===== src/rtl/lsu_mem_stage.sv =====
// MEM-stage load/store unit: decodes RV32I load/store funct3, drives the dmem port
// with lane-replicated data and byte enables, stalls until dmem_resp, and aligns/extends loads.
module lsu_mem_stage #(
  parameter int RESP_TIMEOUT = 0,
  parameter int CNT_W        = 8
) (
  input  logic        clk,
  input  logic        rst,
  input  logic        req_valid,
  input  logic        is_load,
  input  logic        is_store,
  input  logic [2:0]  funct3,
  input  logic [31:0] addr,
  input  logic [31:0] store_data,
  output logic        stall,
  output logic        done,
  output logic [31:0] load_data,
  output logic        err,
  output logic        dmem_read,
  output logic        dmem_write,
  output logic [31:0] dmem_address,
  output logic [31:0] dmem_wdata,
  output logic [3:0]  dmem_mbe,
  input  logic [31:0] dmem_rdata,
  input  logic        dmem_resp,
  output logic [1:0]  dbg_state
);

  localparam logic [1:0] S_IDLE   = 2'd0;
  localparam logic [1:0] S_ACCESS = 2'd1;
  localparam logic [1:0] S_DONE   = 2'd2;

  localparam logic [CNT_W-1:0] TO_LAST = CNT_W'((RESP_TIMEOUT > 0) ? RESP_TIMEOUT - 1 : 0);

  logic [1:0]       r_state;
  logic [2:0]       r_funct3;
  logic [1:0]       r_off;
  logic             r_is_load;
  logic [31:0]      r_addr;
  logic [31:0]      r_wdata;
  logic [3:0]       r_mbe;
  logic [CNT_W-1:0] r_cnt;
  logic             r_err;
  logic [31:0]      r_load_data;

  logic        w_accept;
  logic        w_f3_ok;
  logic        w_aligned;
  logic        w_legal;
  logic        w_timeout;
  logic [3:0]  w_st_mbe;
  logic [31:0] w_st_wdata;
  logic [7:0]  w_byte;
  logic [15:0] w_half;
  logic [31:0] w_ld_data;

  assign w_accept  = (r_state == S_IDLE) && req_valid && (is_load || is_store);
  assign w_legal   = w_f3_ok && w_aligned;
  assign w_timeout = (RESP_TIMEOUT != 0) && (r_cnt == TO_LAST);

  // funct3[1:0] encodes access size for every legal opcode; funct3[2] is the unsigned flag.
  always_comb begin
    w_f3_ok = 1'b0;
    if (is_load) begin
      case (funct3)
        3'b000, 3'b001, 3'b010, 3'b100, 3'b101: w_f3_ok = 1'b1;
        default:                                w_f3_ok = 1'b0;
      endcase
    end else begin
      case (funct3)
        3'b000, 3'b001, 3'b010: w_f3_ok = 1'b1;
        default:                w_f3_ok = 1'b0;
      endcase
    end
    case (funct3[1:0])
      2'b00:   w_aligned = 1'b1;
      2'b01:   w_aligned = ~addr[0];
      2'b10:   w_aligned = (addr[1:0] == 2'b00);
      default: w_aligned = 1'b0;
    endcase
  end

  always_comb begin
    case (funct3[1:0])
      2'b00: begin
        w_st_mbe   = 4'b0001 << addr[1:0];
        w_st_wdata = {4{store_data[7:0]}};
      end
      2'b01: begin
        w_st_mbe   = 4'b0011 << addr[1:0];
        w_st_wdata = {2{store_data[15:0]}};
      end
      default: begin
        w_st_mbe   = 4'b1111;
        w_st_wdata = store_data;
      end
    endcase
  end

  always_comb begin
    w_byte = dmem_rdata[{r_off, 3'b000} +: 8];
    w_half = dmem_rdata[{r_off[1], 4'b0000} +: 16];
    case (r_funct3)
      3'b000:  w_ld_data = {{24{w_byte[7]}}, w_byte};
      3'b001:  w_ld_data = {{16{w_half[15]}}, w_half};
      3'b100:  w_ld_data = {24'b0, w_byte};
      3'b101:  w_ld_data = {16'b0, w_half};
      default: w_ld_data = dmem_rdata;
    endcase
  end

  always_ff @(posedge clk) begin
    if (!rst) begin
      r_state     <= S_IDLE;
      r_funct3    <= '0;
      r_off       <= '0;
      r_is_load   <= 1'b0;
      r_addr      <= '0;
      r_wdata     <= '0;
      r_mbe       <= '0;
      r_cnt       <= '0;
      r_err       <= 1'b0;
      r_load_data <= '0;
    end else begin
      case (r_state)
        S_IDLE: begin
          if (w_accept) begin
            r_funct3  <= funct3;
            r_off     <= addr[1:0];
            r_is_load <= is_load;
            r_addr    <= {addr[31:2], 2'b00};
            r_wdata   <= is_load ? 32'b0 : w_st_wdata;
            r_mbe     <= is_load ? 4'b0 : w_st_mbe;
            r_cnt     <= '0;
            if (w_legal) begin
              r_state <= S_ACCESS;
            end else begin
              r_state     <= S_DONE;
              r_err       <= 1'b1;
              r_load_data <= '0;
            end
          end
        end
        S_ACCESS: begin
          // A response in the final allowed cycle still wins over the timeout.
          if (dmem_resp) begin
            r_state     <= S_DONE;
            r_err       <= 1'b0;
            r_load_data <= r_is_load ? w_ld_data : 32'b0;
          end else if (w_timeout) begin
            r_state     <= S_DONE;
            r_err       <= 1'b1;
            r_load_data <= '0;
          end else begin
            r_cnt <= r_cnt + 1'b1;
          end
        end
        S_DONE: begin
          r_state <= S_IDLE;
          r_err   <= 1'b0;
        end
        default: r_state <= S_IDLE;
      endcase
    end
  end

  assign stall        = w_accept || (r_state == S_ACCESS);
  assign done         = (r_state == S_DONE);
  assign err          = r_err;
  assign load_data    = r_load_data;
  assign dmem_read    = (r_state == S_ACCESS) && r_is_load;
  assign dmem_write   = (r_state == S_ACCESS) && !r_is_load;
  assign dmem_address = r_addr;
  assign dmem_wdata   = r_wdata;
  assign dmem_mbe     = r_mbe;
  assign dbg_state    = r_state;

endmodule


===== config.mk =====
export PLATFORM = sky130hd
export DESIGN_NAME = lsu_mem_stage
export DESIGN_NICKNAME = d
export VERILOG_FILES = /design/src/rtl/lsu_mem_stage.sv
export SDC_FILE = /design/constraint.sdc
export NUM_CORES = 1
export LEC_CHECK = 0
export BUFFER_PORTS_ARGS = -buffer_cell sky130_fd_sc_hd__buf_2
export CORE_UTILIZATION = 25
export DETAILED_ROUTE_END_ITERATION = 10
export PLACE_DENSITY = 0.46
export SKIP_CTS_REPAIR_TIMING = 1
export SLEW_MARGIN = 20
export SYNTH_ARGS = -nofsm -noshare
export SYNTH_HDL_FRONTEND = slang
export SYNTH_SLANG_ARGS = --single-unit

===== constraint.sdc =====
create_clock -name clk -period 5.1 [get_ports clk]
set_clock_uncertainty 0.15 [all_clocks]
set_input_delay 0.51 -clock clk [delete_from_list [all_inputs] [get_ports clk]]
set_output_delay 0.51 -clock clk [all_outputs]
set_load 0.05 [all_outputs]

==> impl_summary.txt, run 1 <==
----------------------------------------------------
[Clock network]
  Maximum count of clock buffers along a single path ... 2
  Clock sink total ... 107
  TritonCTS Buffers ... 9
  Latest clock arrival within the worst-skew pair ... 0.35 ns
  Clock root buffer ... sky130_fd_sc_hd__clkbuf_16
  CTS tree ... done
  Clock-pin slew on the worst setup and hold paths ... 0.08 ns
  Maximum level of the CTS H-tree ... 3

[Pwr]
  Leakage ... 3.00 nW
  Largest voltage drop on the vdd net ... 0.000159 V
  Ratio of total power to cell area ... approximately 340 nW/um^2

[Synth]
  Gate count after technology mapping ... 606
  EDFF count, synth ... 0
  Most used DFF post-synth ... sky130_fd_sc_hd__dfxtp_1
  Number of flip-flops and latches in the synthesized netlist ... 107
  Proportion of netlist area held by the largest area contributor ... 41.2%
  Cell variety after synth ... between 40 and 50
  Synth Area per Inst ... 8.59 sq um
  Part of the Yosys area used for sequential elements ... around 41%
  Warnings, synthesis ... 0
  Async set-reset flop share out of synthesis ... 0%
  Synth area leader ... sky130_fd_sc_hd__dfxtp_1
  Mapped cell area ... approximately 5200 sq um
  Dominant cells by area after synthesis ... sky130_fd_sc_hd__dfxtp_1, sky130_fd_sc_hd__mux2i_1, sky130_fd_sc_hd__nand2_1

[Global routing]
  Total GRT Usage ... 15.4%
  Number of global-route vias before repair ... about 4700
  Total congestion overflow after global routing ... 0
  Antenna violations before repair ... 1
  First-pass GRT wire length ... 26.1 mm
  Maximum number of pins on one net before global-route repair ... 106

[Drt]
  Detail-routed via count per cell ... 4.59
  Detailed route wirelength on metal3 ... 1.44 mm
  Wirelength per Cell ... 15.6 microns
  Via count ... 4836
  Number of iterations in the first detailed-routing pass ... 4
  Final wirelength ... 16.4 mm
  Uppermost signal routing layer after detailed routing ... met4
  Detail Route Antenna Nets ... 0
  First-iteration detailed-routing DRC count ... 272
  Routed length on met1 ... 7.71 mm
  Met2 WL post-DR ... 7.11 mm
  DRC ... 0

[Final layout]
  Area Overhead vs Synth ... 29.0%
  Total Nets Final ... 888
  Area occupied by multi-input gates ... 2780 sq um
  Register cell area after layout ... about 2100 sq um
  Finished Cell Area ... between 6000 and 7000 sq um
  Fraction of layout cells with a size suffix above 1 ... a little under a third
  Fill cell count ... 2229

[Worst hold path]
  Worst min-delay path category ... primary input to flip-flop

[Timing]
  Worst max-slew margin expressed relative to the limit ... 30.9%
  Transition time of the tightest slew-check pin ... around 1.0 ns
  Maximum clock rate ... ~320 MHz
  Final Hold Viols ... 0
  Share of the cycle needed by the critical path after routing ... between 60 and 70%
  Setup repair after global routing missed its margin ... false
  Total of endpoints with negative setup slack in the final report ... 0
  Post-layout min period ... ~3 ns
  Total negative slack ... 0 ns
  Final count of pins violating max slew ... 0

[Die]
  Core Footprint ... 20300 sq um
  Horizontal extent of the die ... 146 microns
  Number of I/O pins ... 212
  Count of standard-cell rows ... 52
  Starting density of the core ... 25.6%
  Die boundary height ... 146 microns
  DIE AREA ... between 20000 and 25000 sq um

[Job]
  Count of max-cap constraint violations ... 0

[Placement]
  Final GP Congestion ... 0.741
  Number of port buffers ... ~210
  Detailed-placement wirelength estimate ... 11.6 mm
  Placement-stage cell area ... roughly 6400 sq um

[Outcome]
  Status ... finished clean

[Critical path]
  Crit path capture type ... primary output
  Data arrival, critical path ... 2.43 ns
  Worst endpoint required time ... 4.44 ns
  Largest fanout on the critical path ... 75
  Startpoint kind of the worst setup timing path ... flip-flop
  Startpoint-to-endpoint class of the critical path ... flip-flop to primary output

----------------------------------------------------
-- placed cells by master (no fill, tap or decap), types with 13 or more instances in the layout --
master,n
sky130_fd_sc_hd__inv_1,13
sky130_fd_sc_hd__buf_2,208
sky130_fd_sc_hd__o221ai_1,17
sky130_fd_sc_hd__a21boi_0,53
sky130_fd_sc_hd__nand2_1,134
sky130_fd_sc_hd__nor2b_1,18
sky130_fd_sc_hd__a21oi_1,15
sky130_fd_sc_hd__o21ai_0,40
sky130_fd_sc_hd__mux2i_1,57
sky130_fd_sc_hd__dfxtp_1,107
-- routing by layer --
layer / track usage, % / up-vias
met5: 0 / -
met4: 3.49 / 0
met3: 6.09 / 11
met2: 23.1 / 161
met1: 20.7 / 2213
li1: - / 2451
-- final cells by class --
| class | instances | share of cell area (%) |
|---|---|---|
| Antenna cell | 1 | 0.0373 |
| Clock buffer | 9 | 3.35 |
| Clock inverter | 5 | 1.29 |
| Inverter | 14 | 0.783 |
| Multi-Input combinational cell | 433 | 41.4 |
| Sequential cell | 107 | 31.9 |
| Tap cell | 270 | 5.03 |
| Timing Repair Buffer | 214 | 16.2 |
-- cells by family after synthesis --
family	after synthesis	share of synthesized area [%]
mux	57	11.0
simple gates	206	19.1
compound gates	164	22.0
fa+ha+maj	4	0.962
other cells	1	0.0721
flops	107	41.2
buf+inv	67	5.77
-- per-stage QoR --
step | instances | setup WS, ns | util, % | total power [W] | hold WS (ns)
final | 1053 | 2.01 | 33.1 | 0.00226 | 0.242
after global routing | 1052 | 1.77 | 33.1 | 0.00239 | 0.233
after CTS | 1052 | 1.93 | 33.1 | 0.00231 | 0.228
after detailed placement | 1038 | 2.34 | 31.5 | 0.00153 | 0.295
after global placement | 1038 | 2.37 | 31.5 | 0.00153 | 0.296
after floorplan | 607 | 2.49 | - | 0.00136 | 0.321
-- worst max-delay path: stages (launching register included) --
cell,delay [ns]
sky130_fd_sc_hd__dfxtp_1,0.38
sky130_fd_sc_hd__inv_1,0.09
sky130_fd_sc_hd__ha_1,0.32
sky130_fd_sc_hd__o211ai_1,0.21
sky130_fd_sc_hd__buf_4,0.70
sky130_fd_sc_hd__nand2_1,0.11
sky130_fd_sc_hd__buf_2,0.24
-- sequential cells by signal, summed over array words and instances (netlist names) --
register and flops:
dbg_state 2, err 1, r_funct3 3, dmem_wdata 32, load_data 32, dmem_mbe 4, dmem_address 30, r_off 2
r_is_load 1
-- final timing paths --
check,startpoint,endpoint,slack [ns],depth (start not counted)
worst max-delay path,dbg_state[0]$_SDFFE_PN0P_,stall,2.01,6
worst min-delay path,addr[11],dmem_address[11]$_SDFFE_PN0P_,0.24,3
worst max register to register,dbg_state[0]$_SDFFE_PN0P_,dmem_wdata[10]$_SDFFE_PN0P_,2.63,6
worst min register to register,load_data[30]$_SDFFE_PN0P_,load_data[30]$_SDFFE_PN0P_,0.31,2
-- cell usage after synthesis, drive strengths merged (2+ instances only) --
| library cell | count |
|---|---|
| nor2b | 18 |
| o22ai | 3 |
| or2 | 2 |
| inv | 13 |
| nand2 | 134 |
| buf | 21 |
| a32oi | 8 |
| nand3 | 2 |
| nor3b | 9 |
| o221ai | 17 |
| nor2 | 9 |
| a21boi | 54 |
| o21ai | 41 |
| o21a | 3 |
| dfxtp | 107 |
| nand2b | 5 |
| o211ai | 10 |
| nor4 | 7 |
| clkbuf | 32 |
| nor4bb | 6 |
| ha | 4 |
| a21oi | 16 |
| and2 | 10 |
| mux2i | 57 |
| a22oi | 8 |
-- power by group --
group	internal [W]	total (W)	switching (W)
clock	0.000431	0.000763	0.000332
combinational	0.000167	0.000582	0.000415
sequential	0.000883	0.000919	0.0000366
total	0.00148	0.00226	0.000783
Note: power is estimated with default switching activity, not from simulation.
==> run 2: changes to the inputs <==
PLACE_DENSITY = 0.48   (was 0.46)
clock period = 2.7 ns   (was 5.1 ns; I/O delays follow)
==> run 2 against run 1 <==
Effect of this change:
- non-clock buffer count up 9
- utilization up 0.30 points
- final cell count increased by 1.2%
- register-to-register slack got worse by 2.3 ns
- setup slack got worse by 1.8 ns
- sequential cell count did not move
- via count grew 1.7%
- global-route usage down 0.10 points
- count of clock-buffer cells in the layout is the same
- combinational power increased by 96%
- sequential power grew 88%
- die area unchanged
==> impl_summary.txt, run 2 (synthesis gave the netlist of run 1 again) <==
----------------------------------------------------
[Clock network]
  Maximum level of the CTS H-tree ... 3 (unchanged)
  Clock sink total ... 107 (unchanged)
  CTS tree ... done (unchanged)
  TritonCTS Buffers ... 9 (unchanged)
  Maximum count of clock buffers along a single path ... 2 (unchanged)
  Latest clock arrival within the worst-skew pair ... 0.36 ns (was 0.35 ns)
  Clock root buffer ... sky130_fd_sc_hd__clkbuf_16 (unchanged)
  Clock-pin slew on the worst setup and hold paths ... 0.08 ns (about the same)

[Die]
  Starting density of the core ... 25.6% (unchanged)
  Number of I/O pins ... 212 (unchanged)
  Die boundary height ... 146 microns (unchanged)
  Core Footprint ... 20300 sq um (unchanged)
  Count of standard-cell rows ... 52 (unchanged)
  DIE AREA ... 21400 sq um (unchanged)
  Horizontal extent of the die ... 146 microns (unchanged)

[Drt]
  Final wirelength ... 16.6 mm (was 16.4 mm)
  Detail Route Antenna Nets ... 0 (unchanged)
  DRC ... 0 (unchanged)
  Wirelength per Cell ... 15.5 microns (was 15.6 microns)
  Number of iterations in the first detailed-routing pass ... 4 (unchanged)
  Via count ... 4916 (was 4836)
  First-iteration detailed-routing DRC count ... 204 (was 272)
  Detail-routed via count per cell ... 4.61 (was 4.59)

[Worst hold path]
  Worst min-delay path category ... primary input to flip-flop (unchanged)
  Hold Crit Depth ... 3 (unchanged)

[Pwr]
  Design internal power ... 0.00266 W (was 0.00148 W)
  Power consumption ... 0.00422 W (was 0.00226 W)
  Logic pwr share ... 27.0% (was 25.7%)
  Clock power frac ... 32.0% (was 33.7%)
  Leakage ... 3.04 nW (was 3.00 nW)
  Sequential power share ... 41.0% (was 40.6%)
  Ratio of total power to cell area ... 623 nW/um^2 (was 337 nW/um^2)
  Largest voltage drop on the vdd net ... 0.000295 V (was 0.000159 V)
  Net Sw Frac ... 37.0% (was 34.6%)
  Switching power ... 0.00156 W (was 0.000783 W)

[Timing]
  Setup repair after global routing missed its margin ... false (unchanged)
  Worst max-slew margin expressed relative to the limit ... 34.0% (was 30.9%)
  Final Hold Viols ... 0 (unchanged)
  Maximum clock rate ... 402 MHz
  Share of the cycle needed by the critical path after routing ... 92.0%
  Final count of pins violating max slew ... 0 (unchanged)
  Post-layout min period ... 2.49 ns
  Total of endpoints with negative setup slack in the final report ... 0 (unchanged)
  Total negative slack ... 0 ns (unchanged)
  Transition time of the tightest slew-check pin ... 0.984 ns (was 1.03 ns)

[Global routing]
  Total GRT Usage ... 15.3% (was 15.4%)
  Total congestion overflow after global routing ... 0 (unchanged)
  Maximum number of pins on one net before global-route repair ... 99 (was 106)
  Number of global-route vias before repair ... 4740 (was 4702)
  First-pass GRT wire length ... 25.9 mm (was 26.1 mm)
  Antenna violations before repair ... 3 (was 1)

[Critical path]
  Worst endpoint required time ... 2.28 ns (was 4.44 ns)
  Startpoint kind of the worst setup timing path ... flip-flop (unchanged)
  Data arrival, critical path ... 2.07 ns (was 2.43 ns)
  Crit path capture type ... primary output (unchanged)
  Largest fanout on the critical path ... 75 (unchanged)
  Logic depth of the worst register-to-register path ... 7 (was 6)
  Startpoint-to-endpoint class of the critical path ... flip-flop to primary output (unchanged)

[Job]
  Count of max-cap constraint violations ... 0 (unchanged)

[Placement]
  Placement-stage cell area ... 6460 sq um (was 6400 sq um)
  Detailed-placement wirelength estimate ... 12.0 mm (was 11.6 mm)
  Final GP Congestion ... 0.739 (was 0.741)
  Number of port buffers ... 209 (unchanged)

[Final layout]
  Area Overhead vs Synth ... 30.2% (was 29.0%)
  Most common library cell in the layout ignoring fill and taps ... sky130_fd_sc_hd__buf_2 (unchanged)
  Fill cell count ... 2232 (was 2229)
  Register cell area after layout ... 2140 sq um (unchanged)
  Most used cells in the layout excluding fill and tap cells ... sky130_fd_sc_hd__buf_2, sky130_fd_sc_hd__nand2_1, sky130_fd_sc_hd__dfxtp_1 (unchanged)
  Fraction of layout cells with a size suffix above 1 ... 31.1% (was 30.2%)
  Core utilization of the finished layout ... 33.4% (was 33.1%)
  Finished Cell Area ... 6770 sq um (was 6710 sq um)
  Area occupied by multi-input gates ... 2780 sq um (unchanged)
  Total Nets Final ... 897 (was 888)

[Outcome]
  Status ... finished clean (unchanged)

----------------------------------------------------
run 2: routing by layer:
| metal | vias up | track usage (%) | wire [microns] |
|---|---|---|---|
| li1 | 2477 | - | - |
| met1 | 2258 | 20.2 | 7890 |
| met2 | 163 | 23.6 | 7240 |
| met3 | 18 | 4.53 | 1170 |
| met4 | 0 | 5.73 | 281 |
| met5 | - | 0 | 0 |
run 2: path summary, 6_finish.rpt:
path	from	to	slack (ns)
max	dbg_state[1]$_SDFFE_PN0P_	stall	0.21
min	addr[30]	dmem_address[30]$_SDFFE_PN0P_	0.003
max reg2reg	dbg_state[1]$_SDFFE_PN0P_	load_data[17]$_SDFFE_PN0P_	0.31
min reg2reg	dmem_wdata[29]$_SDFFE_PN0P_	dmem_wdata[29]$_SDFFE_PN0P_	0.31
run 2: power groups by stage:
stage | sequential (W) | clock (W) | combinational, W
global route | 0.00174 | 0.00147 | 0.00123
detailed placement | 0.00176 | 0 | 0.00114
floorplan | 0.00203 | 0 | 0.000547
CTS | 0.00173 | 0.00140 | 0.00114
global placement | 0.00176 | 0 | 0.00114
finish | 0.00173 | 0.00135 | 0.00114
run 2: cell type report:
type / count / area share (%)
Inverter: 14 / 0.776
Clock buffer: 9 / 3.32
Timing Repair Buffer: 223 / 17.1
Antenna cell: 3 / 0.111
Sequential cell: 107 / 31.6
Clock inverter: 7 / 1.02
Tap cell: 270 / 4.99
Multi-Input combinational cell: 433 / 41.1
run 2: stage by stage:
stage | hold WS (ns) | std cells | worst slack (ns)
5_1_grt | 0.00557 | 1063 | 0.0486
3_5_place_dp | 0.297 | 1047 | 0.316
6_report | 0.00289 | 1066 | 0.215
2_1_floorplan | 0.265 | 607 | 0.332
4_1_cts | -0.0114 | 1063 | -0.0929
3_3_place_gp | 0.295 | 1047 | 0.355
run 2: worst max-delay path, cell delays in order (launching register included):
cell and delay, ns:
sky130_fd_sc_hd__dfxtp_1 0.41, sky130_fd_sc_hd__inv_1 0.09, sky130_fd_sc_hd__ha_1 0.22, sky130_fd_sc_hd__o211ai_1 0.21, sky130_fd_sc_hd__buf_8 0.43, sky130_fd_sc_hd__nand2_1 0.10, sky130_fd_sc_hd__buf_2 0.22
==> run 3: changes to the inputs <==
CORE_UTILIZATION = 44   (was 25)
PLACE_DENSITY = 0.76   (was 0.48)
==> run 3 against run 2 <==
Effect of this change:
- sequential cell count did not move
- critical path depth did not move
- cell area fell by 3.2%
- sequential power barely moved
- count of clock-buffer cells in the layout rose by 2
- die area fell by 43%
- first-iteration DRC count rose by 73%
- routed wire length fell by 13%
- critical path type unchanged
- largest power group unchanged
==> impl_summary.txt, run 3 (synthesis gave the netlist of run 1 again) <==
----------------------------------------------------
[Pwr]
  Design internal power ... 0.00267 W (was 0.00266 W)
  Largest voltage drop on the vdd net ... 0.000342 V (was 0.000295 V)
  Net Sw Frac ... 34.7% (was 37.0%)
  Leakage ... 3.01 nW (was 3.04 nW)
  Ratio of total power to cell area ... 624 nW/um^2 (was 623 nW/um^2)
  Sequential power share ... 42.4% (was 41.0%)
  Switching power ... 0.00142 W (was 0.00156 W)
  Logic pwr share ... 27.2% (was 27.0%)
  Clock power frac ... 30.5% (was 32.0%)

[Timing]
  Total of endpoints with negative setup slack in the final report ... 0 (unchanged)
  Transition time of the tightest slew-check pin ... 1.06 ns (was 0.984 ns)
  Share of the cycle needed by the critical path after routing ... 88.8% (was 92.0%)
  Final Hold Viols ... 0 (unchanged)
  Worst max-slew margin expressed relative to the limit ... 28.8% (was 34.0%)
  Post-layout min period ... 2.40 ns (was 2.49 ns)
  Maximum clock rate ... 417 MHz (was 402 MHz)
  Setup repair after global routing missed its margin ... false (unchanged)
  Total negative slack ... 0 ns (unchanged)
  Final count of pins violating max slew ... 0 (unchanged)

[Critical path]
  Largest fanout on the critical path ... 75 (unchanged)
  Crit path capture type ... primary output (unchanged)
  Crit Reg-Reg Startpoint ... r_funct3[1]$_SDFFE_PN0P_ (was dbg_state[1]$_SDFFE_PN0P_)
  List of cells traversed by the critical path ... inv_1 -> ha_1 -> o211ai_1 -> buf_12 -> nand2_1 -> buf_2 (was inv_1 -> ha_1 -> o211ai_1 -> buf_8 -> nand2_1 -> buf_2)
  Startpoint kind of the worst setup timing path ... flip-flop (unchanged)
  Data arrival, critical path ... 1.98 ns (was 2.07 ns)
  Gate family responsible for the most delay along the worst path ... buffers and inverters (unchanged)
  Logic depth of the worst register-to-register path ... 4 (was 7)
  Cell type of the slowest stage on the worst timing path ... sky130_fd_sc_hd__dfxtp_1 (was sky130_fd_sc_hd__buf_8)
  Start point of the critical path ... dbg_state[0]$_SDFFE_PN0P_ (was dbg_state[1]$_SDFFE_PN0P_)
  Critical R2R Capture ... load_data[26]$_SDFFE_PN0P_ (was load_data[17]$_SDFFE_PN0P_)
  Max stage delay on crit path ... 0.38 ns (was 0.43 ns)
  Worst-case register-to-register setup slack ... 0.40 ns (was 0.31 ns)
  Worst endpoint required time ... 2.28 ns (about the same)
  Buffer and inverter count on the worst path ... 3 (unchanged)
  Startpoint-to-endpoint class of the critical path ... flip-flop to primary output (unchanged)

[Drt]
  First-iteration detailed-routing DRC count ... 353 (was 204)
  Number of iterations in the first detailed-routing pass ... 4 (unchanged)
  Final wirelength ... 14.4 mm (was 16.6 mm)
  DRC ... 0 (unchanged)
  Detail Route Antenna Nets ... 0 (unchanged)
  Wirelength per Cell ... 15.5 microns (about the same)
  Via count ... 5023 (was 4916)
  Detail-routed via count per cell ... 5.40 (was 4.61)

[Die]
  Number of I/O pins ... 212 (unchanged)
  Horizontal extent of the die ... 111 microns (was 146 microns)
  Core Footprint ... 11500 sq um (was 20300 sq um)
  Starting density of the core ... 45.4% (was 25.6%)
  DIE AREA ... 12300 sq um (was 21400 sq um)
  Die boundary height ... 111 microns (was 146 microns)
  Count of standard-cell rows ... 39 (was 52)

[Global routing]
  Number of global-route vias before repair ... 4899 (was 4740)
  First-pass GRT wire length ... 23.7 mm (was 25.9 mm)
  Total congestion overflow after global routing ... 0 (unchanged)
  Total GRT Usage ... 23.5% (was 15.3%)
  Maximum number of pins on one net before global-route repair ... 108 (was 99)
  Antenna violations before repair ... 0 (was 3)

[Final layout]
  Diode insertion count for antenna repair ... 0 (was 3)
  Total Nets Final ... 892 (was 897)
  Final cell count without fillers ... 930 (was 1066)
  Fraction of layout cells with a size suffix above 1 ... 30.7% (was 31.1%)
  Area Overhead vs Synth ... 26.0% (was 30.2%)
  Most common library cell in the layout ignoring fill and taps ... sky130_fd_sc_hd__buf_2 (unchanged)
  Fill cell count ... 1037 (was 2232)
  Most used cells in the layout excluding fill and tap cells ... sky130_fd_sc_hd__buf_2, sky130_fd_sc_hd__nand2_1, sky130_fd_sc_hd__dfxtp_1 (unchanged)

[Placement]
  Final GP Congestion ... 0.852 (was 0.739)
  Number of placed instances with taps included ... 913 (was 1047)
  Number of port buffers ... 209 (unchanged)
  Detailed-placement wirelength estimate ... 10.3 mm (was 12.0 mm)

[Clock network]
  Maximum count of clock buffers along a single path ... 2 (unchanged)
  Maximum level of the CTS H-tree ... 3 (unchanged)
  Clock root buffer ... sky130_fd_sc_hd__clkbuf_16 (unchanged)
  Clock sink total ... 107 (unchanged)
  CTS tree ... done (unchanged)
  TritonCTS Buffers ... 9 (unchanged)
  Latest clock arrival within the worst-skew pair ... 0.34 ns (was 0.36 ns)
  Clock-pin slew on the worst setup and hold paths ... 0.07 ns (was 0.08 ns)

[Worst hold path]
  Hold Crit Depth ... 3 (unchanged)
  Source of the worst hold timing path ... addr[28] (was addr[30])
  WHS Endpoint ... dmem_address[28]$_SDFFE_PN0P_ (was dmem_address[30]$_SDFFE_PN0P_)
  Worst min-delay path category ... primary input to flip-flop (unchanged)

[Outcome]
  Status ... finished clean (unchanged)

[Job]
  Count of max-cap constraint violations ... 0 (unchanged)

----------------------------------------------------
## run 3: cell count changes in the layout (fill, tap and decap cells not counted), sizes merged
cell	delta
buf	-5
inv	-4
diode	-3
clkbuf	+2
clkinvlp	+1
## run 3: how the worst max path moves through the flow
stage,end,cells after the start
global route,stall,6
global placement,dmem_wdata[15]$_SDFFE_PN0P_,7
floorplan,stall,6
CTS,stall,6
finish,stall,6
detailed placement,load_data[26]$_SDFFE_PN0P_,4
## run 3: worst register-to-register path, delay by kind of cell (launching register included)
kind            cells  cell delay, ns
flops               1            0.73
compound gates      2            0.63
buf+inv             1            0.52
mux                 1            0.20
## run 3: power by group through the flow
stage	Sequential (W)	Combinational [W]	Clock, W
after global routing	0.00174	0.00120	0.00134
after detailed placement	0.00176	0.00110	0
after global placement	0.00176	0.00108	0
after CTS	0.00173	0.00111	0.00128
final	0.00173	0.00111	0.00124
after floorplan	0.00203	0.000547	0
## run 3: layer usage
layer  up-vias  wire length (microns)  track usage, %
li1       2458                      -               -
met1      2348                   6200            28.8
met2       191                   6840            38.9
met3        26                   1070            5.96
met4         0                    293            9.87
met5         -                      0               0
## run 3: final cells by class
type | instances | area (sq um) | area share (%)
flip-flops and latches | 107 | 2140 | 32.7
repair buffers | 218 | 1130 | 17.2
multi-input cells | 433 | 2770 | 42.3
clock inverters | 4 | 26.3 | 0.401
clock buffers | 11 | 253 | 3.86
well taps | 143 | 179 | 2.73
inverters | 14 | 56.3 | 0.859
## run 3: per-stage QoR
stage                     util (%)  area, sq um  hold WS (ns)  setup WS (ns)  total power (W)
after floorplan                  -         5210         0.265          0.332          0.00258
after global routing          57.2         6560        0.0191          0.154          0.00428
after global placement        54.6         6260         0.286          0.449          0.00284
final                         57.2         6560        0.0230          0.301          0.00409
after detailed placement      54.6         6260         0.301          0.289          0.00287
after CTS                     57.0         6540        0.0116          0.264          0.00411
